--- config.mk ---
export PLATFORM = sky130hd
export DESIGN_NAME = cgol_board
export DESIGN_NICKNAME = d
export VERILOG_FILES = /design/src/rtl/cgol_board.sv
export SDC_FILE = /design/constraint.sdc
export NUM_CORES = 1
export LEC_CHECK = 0
export CORE_AREA = 4 4 173 175
export CTS_BUF_LIST = sky130_fd_sc_hd__clkbuf_4 sky130_fd_sc_hd__clkbuf_8 sky130_fd_sc_hd__clkbuf_16
export CTS_CLUSTER_DIAMETER = 40
export DETAILED_ROUTE_END_ITERATION = 6
export DIE_AREA = 0 0 177 179
export PLACE_DENSITY = 0.58
export SYNTH_ARGS = -nofsm -noshare
export SYNTH_HDL_FRONTEND = slang
export SYNTH_SLANG_ARGS = --single-unit
--- constraint.sdc ---
create_clock -name ph2 -period 13.5 [get_ports ph2]
set_clock_uncertainty 0.05 [all_clocks]
set_input_delay 2.7 -clock ph2 [delete_from_list [all_inputs] [get_ports ph2]]
set_output_delay 2.7 -clock ph2 [all_outputs]
set_load 0.05 [all_outputs]
--- src/rtl/cgol_board.sv ---
// cgol_board: double-buffered Game of Life board (rule B3/S23).
// Seeds are written row by row into the active bank. A step request builds the
// next generation one row per cycle into the shadow bank, then the banks swap.
// Ports:
//   ph2       - clock, rising edge
//   reset     - asynchronous, active-high
//   we/wa/wd  - seed row write into the active bank (IDLE only)
//   step      - request one generation (IDLE only)
//   ra/rd     - combinational read of an active-bank row
//   busy      - high while a generation is in flight (COMPUTE and SWAP)
//   done      - one-cycle pulse after a generation is committed
//   gen_count - generations committed since reset, wraps at 2^16
//   alive     - OR of every cell in the active bank
module cgol_board #(
  parameter int unsigned WIDTH   = 8,
  parameter int unsigned REGBITS = 3,
  parameter int unsigned WRAP    = 0
) (
  input  logic               ph2,
  input  logic               reset,
  input  logic               we,
  input  logic [REGBITS-1:0] wa,
  input  logic [WIDTH-1:0]   wd,
  input  logic               step,
  input  logic [REGBITS-1:0] ra,
  output logic [WIDTH-1:0]   rd,
  output logic               busy,
  output logic               done,
  output logic [15:0]        gen_count,
  output logic               alive
);

  localparam int unsigned ROWS = 2 ** REGBITS;
  localparam logic [REGBITS-1:0] LAST_ROW = REGBITS'(ROWS - 1);

  typedef enum logic [1:0] {IDLE, COMPUTE, SWAP} state_t;

  state_t             state_q, state_d;
  logic [REGBITS-1:0] row_q;
  logic               sel_q;
  logic [WIDTH-1:0]   bank_q [2][ROWS];
  logic [WIDTH-1:0]   active [ROWS];
  logic [WIDTH-1:0]   up_row, dn_row, next_row;
  logic               seed_wr, row_wr, swap;

  // Column neighbours: bit i of the result holds column i-1 (west) or i+1 (east).
  function automatic logic [WIDTH-1:0] from_west(input logic [WIDTH-1:0] r);
    return {r[WIDTH-2:0], (WRAP != 0) ? r[WIDTH-1] : 1'b0};
  endfunction

  function automatic logic [WIDTH-1:0] from_east(input logic [WIDTH-1:0] r);
    return {(WRAP != 0) ? r[0] : 1'b0, r[WIDTH-1:1]};
  endfunction

  // Apply B3/S23 to one row given the rows above and below.
  function automatic logic [WIDTH-1:0] life_row(input logic [WIDTH-1:0] up,
                                                input logic [WIDTH-1:0] cur,
                                                input logic [WIDTH-1:0] dn);
    logic [WIDTH-1:0] uw, ue, cw, ce, dw, de, res;
    logic [3:0]       n;
    uw  = from_west(up);
    ue  = from_east(up);
    cw  = from_west(cur);
    ce  = from_east(cur);
    dw  = from_west(dn);
    de  = from_east(dn);
    res = '0;
    for (int i = 0; i < int'(WIDTH); i++) begin
      n = 4'(uw[i]) + 4'(up[i]) + 4'(ue[i]) + 4'(cw[i]) +
          4'(ce[i]) + 4'(dw[i]) + 4'(dn[i]) + 4'(de[i]);
      res[i] = (n == 4'd3) | (cur[i] & (n == 4'd2));
    end
    return res;
  endfunction

  // Active bank view used for reads and as the source generation.
  always_comb begin
    for (int r = 0; r < int'(ROWS); r++) active[r] = bank_q[sel_q][r];
  end

  assign rd = active[ra];

  always_comb begin
    alive = 1'b0;
    for (int r = 0; r < int'(ROWS); r++) alive = alive | (|active[r]);
  end

  // Vertical neighbours; the row counter wraps naturally, the dead border masks it.
  always_comb begin
    up_row = active[REGBITS'(row_q - 1'b1)];
    dn_row = active[REGBITS'(row_q + 1'b1)];
    if (WRAP == 0) begin
      if (row_q == '0) up_row = '0;
      if (row_q == LAST_ROW) dn_row = '0;
    end
    next_row = life_row(up_row, active[row_q], dn_row);
  end

  // State register.
  always_ff @(posedge ph2 or posedge reset) begin
    if (reset) state_q <= IDLE;
    else       state_q <= state_d;
  end

  // Next-state logic.
  always_comb begin
    state_d = state_q;
    case (state_q)
      IDLE:    if (step) state_d = COMPUTE;
      COMPUTE: if (row_q == LAST_ROW) state_d = SWAP;
      SWAP:    state_d = IDLE;
      default: state_d = IDLE;
    endcase
  end

  // Control outputs decoded from state.
  always_comb begin
    seed_wr = 1'b0;
    row_wr  = 1'b0;
    swap    = 1'b0;
    case (state_q)
      IDLE:    seed_wr = we;
      COMPUTE: row_wr  = 1'b1;
      SWAP:    swap    = 1'b1;
      default: ;
    endcase
  end

  // Storage: seeds land in the active bank, computed rows in the shadow bank.
  always_ff @(posedge ph2 or posedge reset) begin
    if (reset) begin
      for (int b = 0; b < 2; b++)
        for (int r = 0; r < int'(ROWS); r++) bank_q[b][r] <= '0;
    end else begin
      if (seed_wr) bank_q[sel_q][wa]     <= wd;
      if (row_wr)  bank_q[~sel_q][row_q] <= next_row;
    end
  end

  // Row counter, bank select and status outputs.
  always_ff @(posedge ph2 or posedge reset) begin
    if (reset) begin
      row_q     <= '0;
      sel_q     <= 1'b0;
      busy      <= 1'b0;
      done      <= 1'b0;
      gen_count <= '0;
    end else begin
      row_q <= row_wr ? REGBITS'(row_q + 1'b1) : '0;
      busy  <= (state_d != IDLE);
      done  <= swap;
      if (swap) begin
        sel_q     <= ~sel_q;
        gen_count <= gen_count + 16'd1;
      end
    end
  end

endmodule

== Yosys cells after proc, flatten, opt, wreduce, memory -nomap -nowiden ==
Index checks and enable logic that the tools add are counted.

* Flip-flop bits (word level): 152
* Bits of input ports: 18
* Output and inout port bits: 27

* Add/subtract/negate cells: 52
* Magnitude comparators: 11
* Equal/unequal tests: 19
* Multiplexer cells: 36
* Bitwise gates (word level): 31
* Reductions and logical operators: 15

{| class="wikitable"
|+ Operator list
! kind !! count
|-
| $mux 64 || 5
|-
| $bwmux 128 || 2
|-
| $mux 128 || 2
|-
| $demux 64 s1 || 2
|-
| $add 4x1->4 || 28
|-
| $bmux 8 s3 || 4
|-
| $mux 8 || 12
|-
| $eq 4x2->1 const B || 16
|-
| $reduce_or 8->1 || 8
|-
| $demux 8 s3 || 2
|-
| $add 3x1->4 || 7
|-
| $add 2x1->3 || 7
|-
| $ge 4x4->1 const B || 5
|-
| $not 3->4 || 5
|-
| $add 16x1->16 const B || 1
|-
| $or 1x1->1 || 15
|-
| $add 1x1->2 || 7
|-
| $and 1x1->1 || 8
|-
| $lt 4x1->1 const B || 2
|-
| $ge 2x2->1 const B || 2
|-
| $logic_and 1x1->1 || 4
|-
| $lt 2x1->1 const B || 2
|-
| $mux 2 || 2
|-
| $not 1->2 || 2
|-
| 12 further kinds || 14
|}

== Logic depth before layout (Yosys ltp) ==
* Depth in word-level cells: 20
* Gate-level depth with buffers: 23
* Depth with buffers taken out: 18

== Worst setup path before layout ==
No wires, ideal clock.

* Path type: input to output
* Start: input ra[2]
* End: output rd[3]
* Data arrival time: 4.470 ns
* Setup slack: 6.280 ns
* Stages on the path: 4
* Path buffers: 2
* Path through: clkbuf_1 > buf_1 > mux4_2 > mux2i_1

* Cells in the longest elaborated chain, start to end: 4

{| class="wikitable"
|+ Ends and longest elaborated chain
! item !! line !! source
|-
| start: declaration || 25 || <nowiki>input logic [REGBITS-1:0] ra,</nowiki>
|-
| $not 3->4 (not written as such) || 81 || <nowiki>assign rd = active[ra];</nowiki>
|-
| $bmux 8 s3 || 81 ||
|-
| $mux 8 (not written as such) (2 in a row) || 81 ||
|-
| end: declaration || 26 || <nowiki>output logic [WIDTH-1:0] rd,</nowiki>
|}

Every way passes these cells. The select of a mux whose other input is x is not followed.

== Worst setup path in the final report ==
* Start: input ra[2]
* End: output rd[1]

Same word-level chain as after synthesis.

==> results.yml <==
layout:
  regArea_sq_mm: 0.00381
  fin_area_sq_mm: 0.0137
  fillCellCount: 2665
  multi_input_area_sq_mm: 0.00812
  layout_commonest_cell: "mux2i_1"
  antennaDiodeCount: 0
  nNetsFinal: 1232
  area_growth_pct: 8.78
  final_cell_mix: "mux2i_1 (203), mux2_2 (169), dfrtp_1 (151)"
  layout-drive-gt1-share: 0.248
timing:
  fmaxAchievable_ghz: 0.121
  hold_violations: 0
  drv_slew: 0
  setup_viol: 0
  maxSlewHeadroom: 0.218
  rsz0062_at_grt: "no"
  post-route-period-util: 0.611
  fin_tns_setup_ns: 0
  post-route-min-period_ns: 8.25
  worst_pin_slew_ns: 1.17
detailed_routing:
  drc: 0
  wl_um: 38600
  drt-vias-per-instance: 6.16
  drt_iter0_markers: 836
  wl_met3_um: 2160
  highest_layer: "met4"
  m1WireLength_um: 17800
  drtPass1Iterations: 5
  met2_length_um: 17600
  wl_per_cell_um: 24.8
  detail-route-antenna-nets: 0
  num_vias: 9601
worst_hold_path:
  hold_path.class: "flop to flop"
  worstHoldStart: "gen_count[15]"
synth:
  ys_warn_count: 0
  synth_edf_count: 0
  yosys.area.top_type: "dfrtp_1"
  avgSynthCellArea_sq_um: 10.7
  synthCells: 1174
  ys_seq_area_frac: 0.303
  synth_nets: 1245
  synth.area.top_cells: "dfrtp_1 (30%), mux2i_1 (16%), mux2_2 (15%), a21oi_1 (5.3%), fa_1 (4.5%)"
  ys_types: 68
  yosys_register_bits: 152
  async_flop_share: 1.00
  synthFlopType: "dfrtp_1"
  syn-cell-area_sq_mm: 0.0126
  synth_top_area_frac: 0.303
clocking:
  cts_tree: "yes"
  htree_levels: 4
  cts_hold_buf: 0
  cts_inserted_buffers: 17
  cts_resized: 0
  cts.path.max_buffers: 2
  numClockSinks: 152
  cts.reportedPaths.clkPinSlew_ns: 0.07
  clock_latency_ns: 0.44
  post_cts_buffers: 0
  ctsRootBufferMaster: "clkbuf_16"
floorplanning:
  die_w_um: 177
  rows: 62
  core_area_sq_mm: 0.0285
  start_util: 0.441
  die-area_sq_mm: 0.0317
  num_io_pins: 45
  die_y_um: 179
run_status:
  status: "finished clean"
placement:
  place_congestion: 0.936
  port-buffer-count: 44
  placed_cell_area_sq_mm: 0.0131
  hpwlAfterDp_um: 28200
critical_path:
  cp.arrival_ns: 5.50
  worstSetupPathType: "input pin to output port"
  endpoint_kind: "output port"
  r2r-start: "row_q[0]"
  crit_start: "ra[2]"
  cp_data_required_time_ns: 10.75
  cp-start-kind: "input pin"
  path_max_fanout: 23
grt:
  first_global_vias: 9378
  grt_pass1_wl_um: 59800
  grt-ovfl-total: 0
  grt_use_total: 0.247
  antenna_found_initial: 0
  grt_start_max_net_pins: 84
flow_run:
  drv_cap: 0
-- area by class of cell --
| type | instances | area share |
|---|---|---|
| sequential | 152 | 0.279 |
| clock buffer | 17 | 0.0311 |
| clock inverter | 15 | 0.0123 |
| inverter | 36 | 0.0103 |
| timing repair buffer | 55 | 0.0383 |
| tap | 384 | 0.0352 |
| multi-input combinational | 899 | 0.594 |
-- sequential cells by signal, summed over array words and instances (netlist names) --
| name | count |
|---|---|
| busy | 1 |
| done | 1 |
| state_q | 2 |
| gen_count | 16 |
| bank_q | 128 |
| row_q | 3 |
| sel_q | 1 |
-- worst max-delay path, cell delays in order --
cell	delay, ns
clkdlybuf4s50_1	1.13
mux4_2	0.41
mux4_2	0.53
clkdlybuf4s50_1	0.72
-- synth_stat cells, types with 13 or more instances --
library cell,instances
a21oi_1,133
buf_2,26
buf_4,17
clkbuf_1,30
dfrtp_1,152
fa_1,28
ha_1,25
inv_1,34
mux2_2,169
mux2i_1,203
mux4_2,20
nand2_1,37
nor2_1,39
nor2_2,13
nor4_1,22
o21ai_0,15
o22ai_1,26
-- layer usage --
layer / GRT usage / vias up
met4: 0.0735 / 0
met2: 0.380 / 334
met1: 0.358 / 4849
met3: 0.0420 / 76
li1: - / 4342
met5: 0 / -
-- cell families (layout without fill, tap and decap cells) --
kind of cell | count (synthesis) | after routing | share of synthesized area
simple gates | 210 | 210 | 0.108
flops | 152 | 152 | 0.303
compound gates | 225 | 225 | 0.106
fa+ha+maj | 53 | 53 | 0.0695
xor+xnor | 17 | 17 | 0.0119
mux | 394 | 394 | 0.351
buf+inv | 123 | 123 | 0.0514
-- through the flow --
| stage | utilization | hold slack, ns | std cells | worst slack, ns |
|---|---|---|---|---|
| 4_1_cts | 0.480 | 0.426 | 1558 | 5.26 |
| 5_1_grt | 0.480 | 0.438 | 1558 | 5.19 |
| 3_3_place_gp | 0.459 | 0.411 | 1526 | 5.29 |
| 3_5_place_dp | 0.459 | 0.416 | 1526 | 5.27 |
| 2_1_floorplan | - | 0.497 | 1174 | 6.28 |
| 6_report | 0.480 | 0.422 | 1558 | 5.25 |
-- worst paths after layout --
| path | endpoint | slack, ns | cells past startpoint |
|---|---|---|---|
| max | rd[1] | 5.25 | 4 |
| min | gen_count[15] | 0.42 | 1 |
| max reg2reg | bank_q[115] | 6.87 | 19 |
| min reg2reg | gen_count[15] | 0.42 | 1 |
| max in group asynchronous | bank_q[34] | 9.18 | 3 |
| min in group asynchronous | done | 2.72 | 2 |
Power is left out: the tool's default activity adds up to more than one toggle a clock period on the data nets, which glitch-free logic cannot reach.
